==> src/rtl/cpu_types_pkg.sv <==
// Shared types for the core's memory-side blocks: RAM status, arbiter states
// and the width of the instruction-fetch starvation streak counter.
// Imported by mem_arbiter and arb_streak_counter.
package cpu_types_pkg;

    // Status reported by the RAM model every cycle.
    typedef enum logic [1:0] {
        FREE   = 2'd0,
        BUSY   = 2'd1,
        ACCESS = 2'd2,
        ERROR  = 2'd3
    } ramstate_t;

    // Arbiter FSM states.
    typedef enum logic [1:0] {
        IDLE   = 2'd0,
        ISERVE = 2'd1,
        DSERVE = 2'd2
    } arb_state_t;

    // Width of the data-completion streak counter (holds 0..7).
    localparam int DSTREAK_W = 3;

endpackage

==> src/rtl/arb_streak_counter.sv <==
// Saturating streak counter: counts consecutive data completions while an
// instruction fetch is pending, flags when the limit is reached.
// Ports: clk_i/rst_i (sync active-high), clr_i (priority clear), inc_i, at_max_o.
module arb_streak_counter
    import cpu_types_pkg::*;
#(
    parameter int MAX = 4
) (
    input  logic clk_i,
    input  logic rst_i,
    input  logic clr_i,
    input  logic inc_i,
    output logic at_max_o
);

    localparam logic [DSTREAK_W-1:0] MAX_C = DSTREAK_W'(MAX);

    logic [DSTREAK_W-1:0] cnt_q;
    logic [DSTREAK_W-1:0] cnt_d;

    // Clear beats increment; increment stops at the limit.
    always_comb begin
        cnt_d = cnt_q;
        if (clr_i) begin
            cnt_d = '0;
        end else if (inc_i && (cnt_q != MAX_C)) begin
            cnt_d = cnt_q + 1'b1;
        end
    end

    always_ff @(posedge clk_i) begin
        if (rst_i) begin
            cnt_q <= '0;
        end else begin
            cnt_q <= cnt_d;
        end
    end

    assign at_max_o = (cnt_q == MAX_C);

endmodule

==> src/rtl/mem_arbiter.sv <==
// Single-port RAM arbiter between instruction fetch and data access; data has
// priority, each granted access is held until the RAM reports ACCESS.
// Ports: CLK/RST (sync active-high), i*/d* requester sides, ram* RAM side.
// Optional MEM_ARB_FAIRNESS_EN: after DSTREAK_MAX data completions with a
// fetch pending, the fetch is forced through at the next IDLE.
module mem_arbiter
    import cpu_types_pkg::*;
#(
    parameter int DSTREAK_MAX = 4
) (
    input  logic        CLK,
    input  logic        RST,
    // instruction side
    input  logic        iREN,
    input  logic [31:0] iaddr,
    output logic [31:0] iload,
    output logic        iwait,
    // data side
    input  logic        dREN,
    input  logic        dWEN,
    input  logic [31:0] daddr,
    input  logic [31:0] dstore,
    output logic [31:0] dload,
    output logic        dwait,
    // RAM side
    output logic        ramREN,
    output logic        ramWEN,
    output logic [31:0] ramaddr,
    output logic [31:0] ramstore,
    input  logic [31:0] ramload,
    input  ramstate_t   ramstate
);

    arb_state_t state_q;
    arb_state_t state_d;

    logic d_req;
    logic i_done;
    logic d_done;
    logic fetch_force;

    assign d_req = dREN | dWEN;

    // A completion needs the requester still asserting; a dropped request is
    // an abort, never a completion.
    assign i_done = (state_q == ISERVE) && iREN  && (ramstate == ACCESS);
    assign d_done = (state_q == DSERVE) && d_req && (ramstate == ACCESS);

    assign iwait = iREN  & ~((state_q == ISERVE) && (ramstate == ACCESS));
    assign dwait = d_req & ~((state_q == DSERVE) && (ramstate == ACCESS));

    assign iload = ramload;
    assign dload = ramload;

`ifdef MEM_ARB_FAIRNESS_EN
    logic streak_at_max;

    // Counts data wins only while a fetch is actually waiting behind them.
    arb_streak_counter #(
        .MAX(DSTREAK_MAX)
    ) u_streak (
        .clk_i   (CLK),
        .rst_i   (RST),
        .clr_i   (i_done | ~iREN),
        .inc_i   (d_done & iREN),
        .at_max_o(streak_at_max)
    );

    assign fetch_force = streak_at_max;
`else
    // Strict data priority; for any legal DSTREAK_MAX this is constant 0.
    assign fetch_force = (DSTREAK_MAX < 1);
`endif

    always_comb begin
        state_d  = state_q;
        ramREN   = 1'b0;
        ramWEN   = 1'b0;
        ramaddr  = '0;
        ramstore = '0;
        case (state_q)
            IDLE: begin
                if (d_req && !(iREN && fetch_force)) begin
                    state_d = DSERVE;
                end else if (iREN) begin
                    state_d = ISERVE;
                end
            end
            ISERVE: begin
                ramaddr = iaddr;
                if (!iREN) begin
                    state_d = IDLE;
                end else begin
                    ramREN = 1'b1;
                    if (ramstate == ACCESS) begin
                        state_d = IDLE;
                    end
                end
            end
            DSERVE: begin
                ramaddr  = daddr;
                ramstore = dstore;
                if (!d_req) begin
                    state_d = IDLE;
                end else begin
                    // A simultaneous read+write is treated as a write.
                    if (dWEN) begin
                        ramWEN = 1'b1;
                    end else begin
                        ramREN = 1'b1;
                    end
                    if (ramstate == ACCESS) begin
                        state_d = IDLE;
                    end
                end
            end
            default: state_d = IDLE;
        endcase
    end

    always_ff @(posedge CLK) begin
        if (RST) begin
            state_q <= IDLE;
        end else begin
            state_q <= state_d;
        end
    end

endmodule

==> config.mk <==
export PLATFORM = sky130hd
export DESIGN_NAME = mem_arbiter
export DESIGN_NICKNAME = d
export VERILOG_FILES = /design/src/rtl/cpu_types_pkg.sv /design/src/rtl/arb_streak_counter.sv /design/src/rtl/mem_arbiter.sv
export SDC_FILE = /design/constraint.sdc
export NUM_CORES = 1
export LEC_CHECK = 0
export CAP_MARGIN = 20
export CORE_AREA = 2 2 103 105
export CTS_CLUSTER_SIZE = 10
export DETAILED_ROUTE_END_ITERATION = 6
export DIE_AREA = 0 0 105 107
export SYNTH_ARGS = -nofsm -noshare
export SYNTH_HDL_FRONTEND = slang
export SYNTH_HIERARCHICAL = 1
export SYNTH_SLANG_ARGS = --single-unit
==> constraint.sdc <==
create_clock -name CLK -period 2.2 [get_ports CLK]
set_clock_uncertainty 0.15 [all_clocks]
set_input_delay 0.66 -clock CLK [delete_from_list [all_inputs] [get_ports CLK]]
set_output_delay 0.66 -clock CLK [all_outputs]
set_load 0.05 [all_outputs]
# Word-level counts from Yosys, hierarchy flattened
# Cells that the tools add are included.
# W data, S select, Z words.
totals:
  output_inout_bits: 132
  word_cells: 28
  latch_bits: 0
  in_bits: 135
  ramBits: 0
  reg_bits: 2
  n_memories: 0
  romBits: 0
classes:
  magnitude_cmp: 0
  n_mux: 15
  bitwise: 5
  div_mod_pow: 0
  n_addsub: 0
  n_reduce_logical: 3
  multipliers: 0
  n_eq_ne: 4
  shifts: 0
ops:
  columns: ["cell", "n"]
  rows:
  - ["$pmux W32 S2", 1]
  - ["$mux W32", 1]
  - ["$mux W2", 5]
  - ["$mux W1", 6]
  - ["$pmux W2 S3", 1]
  - ["$eq A2 B2 Y1 const B", 2]
  - ["$ne A3 B3 Y1 const B", 1]
  - ["$and A1 B1 Y1", 2]
  - ["$eq A2 B1 Y1 const B", 1]
  - ["$logic_and A1 B1 Y1", 2]
  - ["$logic_not A2 Y1", 1]
  - ["$not A1 Y1", 2]
  - ["$pmux W1 S2", 1]
  - ["$or A1 B1 Y1", 1]

# Logic depth before layout (Yosys ltp)
logic_depth:
  depth_word: 4
  ltp_mapped: 6
  ltp_nobuf: 5

# Worst setup path after synthesis
# Ideal clock, no wire load.
synth_timing:
  path_type: "flip-flop to output port"
  from: "register state_q[0]"
  to: "output port ramREN"
  stages_incl_launch_ff: 6
  n_path_buf: 1
  required_ps: 1390
  path_slack_ps: -699
  arrival_ps: 2089
  path_cell_list: "dfxtp_1 inv_1 ha_1 clkbuf_1 nand3b_1 a21boi_0"
synth_via:
  elab_chain_cells: 2
  elab_cells_between_ends: 3
  classes_between: "eq/ne: 2; mux: 1"
synth_lines:
  columns: ["element", "line_no", "rtl"]
  rows:
  - ["from (decl)", "mem_arbiter.sv:34", "arb_state_t state_q;"]
  - ["from (signal assigned)", "mem_arbiter.sv:125", "state_q <= state_d;"]
  - ["$eq A2 B2 Y1 or $eq A2 B1 Y1 (tied branches)", "mem_arbiter.sv:81", "case (state_q)"]
  - ["$pmux W1 S2 (*)", "mem_arbiter.sv:81", null]
  - ["to (decl)", "mem_arbiter.sv:26", "output logic ramREN,"]
# Every way passes the cells marked *; elsewhere a longest branch is shown, timed or not.

# Worst setup path after layout
layout_timing:
  from: "register state_q[0]"
  to: "output port ramaddr[13]"
layout_via:
  elab_chain_cells: 2
  elab_cells_between_ends: 3
  classes_between: "eq/ne: 2; mux: 1"
layout_lines:
  columns: ["element", "line_no", "rtl"]
  rows:
  - ["$eq A2 B2 Y1 or $eq A2 B1 Y1 (tied branches)", "mem_arbiter.sv:81", null]
  - ["$pmux W32 S2 (*)", "mem_arbiter.sv:81", null]
  - ["to (decl)", "mem_arbiter.sv:28", "output logic [31:0] ramaddr,"]
# Marked as above.

==> impl_metrics.toml <==
[layout]
n_antenna_cell = 0
fin_nets = 463
area.growth.synth_to_final_pct = 216
reg_top3 = "state_q (2)"
largest_reg_flops = 2
max_flop_register = "state_q"
share_of_layout_cells_above_drive_strength_1 = 0.643

[timing]
final_max_slew_viol_count = 0
fin_tns_setup_ps = -3030
setup_viol_count_final = 52
whs_ps = 497
period_minus_slack_ps = 2330
fin_ws_ps = -131
maxClockFrequency_ghz = 0.429
setup_repair_after_global_routing_missed_its_margin = "yes"
hold_viol_final = 0
worstMarginPinSlew_ps = 436
slew-limit-headroom = 0.702
final_min_period_over_clock_period = 1.06

[synth]
yosys.cell_count.top_type = "sky130_fd_sc_hd__buf_4"
async_s_r_ff_share_synth = 0
primary_flip_flop_cell_chosen_by_synthesis_mapping = "sky130_fd_sc_hd__dfxtp_1"
postSynthAreaPerCell_sq_um = 6.97
area_share_of_the_leading_cell_type_in_the_synthesized_netlist = 0.343
synth_enable_flop_cells = 0
yosys_warnings = 6
synth_top_cells_by_count = "64 x sky130_fd_sc_hd__buf_4, 33 x sky130_fd_sc_hd__and2_1, 33 x sky130_fd_sc_hd__nor2b_1"
synth-seq-cells = 2
synth_seq_area_share = 0.0286
synth_cell_type_count = 23
synth.area.top_cells = "sky130_fd_sc_hd__buf_4 34%, sky130_fd_sc_hd__a22oi_1 17%, sky130_fd_sc_hd__and2_1 15%, sky130_fd_sc_hd__nor2b_1 15%, sky130_fd_sc_hd__ha_1 3.6%"
post-synth-top-area-cell = "sky130_fd_sc_hd__buf_4"
postSynthCellCount = 201
synth_fp_nets = 340
syn-cell-area_sq_um = 1400

[global_route]
groute.layer.met2.usage = 0.237
globalRoute.totalOverflow = 0
grt_start_max_net_pins = 22
via_count_of_the_first_global_routing_pass = 1955
global_route.usage.total = 0.121
grt_first_pass_wirelength_um = 10800
grt_use_met3 = 0.0237
use_met1 = 0.127
busiest_layer = "met2"
antenna_violations_before_repair = 0

[clock_tree]
clkLatencyLatePin_ps = 220
hold_buffers = 0
htree_levels = 1
max-clock-path-buffers = 2
clockRootBuffer = "sky130_fd_sc_hd__clkbuf_8"
cts_tree = "built"
cts.sink_count = 2
clk_pin_slew_worst_paths_ps = 30
numCtsBuffers = 3

[floorplanning]
effective_utilization_at_floorplan = 0.139
chipWidth_um = 105
core_area_sq_um = 10100
i_o_pin_cnt = 267
floorplan.die_area_sq_um = 11200
core.rowCount = 37
floorplan.die.height_um = 107

[outcome]
result_of_the_run = "complete, but fails checks"
violated_checks = "negative setup slack"

[power]
ir_drop_v = 0.000302
p_per_area_nw_per_um2 = 430
total_power_mw = 1.90
power.static_leakage_nw = 1.86

[worst_setup_path]
arrival_time_reported_for_the_critical_path_endpoint_ps = 1520
crit_type = "flop to output pin"
rr_worst_depth = 7
endpoint_kind = "output pin"
r2r_end = "state_q[0]"
worst_ep_required_time_ps = 1390
critPathLaunchType = "flop"
timing.critical_path.fanout_max = 7
timing.rr.start = "state_q[0]"
reg2reg_slack_ps = 290

[place]
io_port_bufs = 170
gp_congestion = 0.707
hpwl_um = 5480

[drt]
vias_per_cell = 3.98
final_antenna_net_count = 0
via_count = 1824
detail_route.iter0.violations = 38
totalWireLength_um = 7460
routed_len_inst_um = 16.3
drt-pass1-iter-count = 4
remaining_drc_errors = 0

[flow_run]
timing.max_cap.violations = 0

[min_path]
hold_path_class = "flop to flop"
hold_path.startpoint = "state_q[1]"
min_path_cells = 3
holdPathEnd = "state_q[1]"
-- how the worst max path moves through the flow --
stage,start,to,slack [ps],depth (start not counted)
finish,state_q[0],ramaddr[13],-130,7
CTS,state_q[0],ramaddr[2],-160,6
floorplan,state_q[0],ramREN,-60,5
detailed placement,ramstate[1],dwait,-420,4
global placement,ramstate[1],dwait,-400,4
global route,state_q[0],ramaddr[13],-180,7
-- kinds of logic after synthesis --
group / synth area share
fa+ha+maj: 0.0357
buf+inv: 0.390
compound gates: 0.231
simple gates: 0.314
flops: 0.0286
-- cell type report --
type / count / area (sq um)
clock buffer: 3 / 41.3
fill: 970 / 5670
inverter: 3 / 18.8
multi-input combinational: 118 / 1370
sequential: 2 / 47.5
tap: 136 / 170
timing repair buffer: 196 / 2770
-- metrics by stage --
| step | instances | setup slack (ps) | instance area, sq um | utilization |
|---|---|---|---|---|
| 2_1_floorplan | 201 | -61.8 | 1690 | - |
| 3_3_place_gp | 443 | -399 | 3870 | 0.384 |
| 3_5_place_dp | 443 | -423 | 3870 | 0.384 |
| 4_1_cts | 455 | -157 | 4320 | 0.428 |
| 5_1_grt | 458 | -178 | 4420 | 0.438 |
| 6_report | 458 | -131 | 4420 | 0.438 |
-- routing by layer --
metal,part of all wire,vias to the layer above
met2,0.56,86
met5,0,-
met1,0.35,849
met4,0.026,0
li1,-,860
met3,0.066,29
-- worst max-delay path, stage by stage (launching register included) --
cell and delay, ps:
sky130_fd_sc_hd__dfxtp_4 350, sky130_fd_sc_hd__inv_4 50, sky130_fd_sc_hd__ha_4 200, sky130_fd_sc_hd__buf_12 160, sky130_fd_sc_hd__buf_12 130, sky130_fd_sc_hd__a22oi_2 200, sky130_fd_sc_hd__nor2b_4 70, sky130_fd_sc_hd__buf_12 150
-- where the power goes --
part / leakage, nW / internal [mW] / switching, mW
logic: 1.82 / 0.939 / 0.766
registers: 0.0178 / 0.0414 / 0.00834
clock network: 0.0216 / 0.116 / 0.0322
total: 1.86 / 1.10 / 0.806
-- layout by cell type (no fill, tap or decap), types with 2 or more instances in the layout --
cell type / instances
sky130_fd_sc_hd__buf_4: 9
sky130_fd_sc_hd__clkbuf_16: 2
sky130_fd_sc_hd__buf_6: 3
sky130_fd_sc_hd__and2_4: 33
sky130_fd_sc_hd__buf_8: 2
sky130_fd_sc_hd__buf_12: 74
sky130_fd_sc_hd__ha_4: 3
sky130_fd_sc_hd__buf_16: 4
sky130_fd_sc_hd__a22oi_2: 32
sky130_fd_sc_hd__nor2b_4: 33
sky130_fd_sc_hd__dlygate4sd2_1: 58
sky130_fd_sc_hd__clkbuf_8: 3
sky130_fd_sc_hd__dlymetal6s2s_1: 20
sky130_fd_sc_hd__dfxtp_4: 2
sky130_fd_sc_hd__a21oi_4: 2
sky130_fd_sc_hd__clkdlybuf4s50_1: 24
-- what timing repair did --
action	CTS	global route
cloned	5	2
buffers inserted	4	2
gates resized for setup	143	32
endpoints found under the setup margin	68	67
pin swaps	35	31
Power figures use the tool's default switching activity.
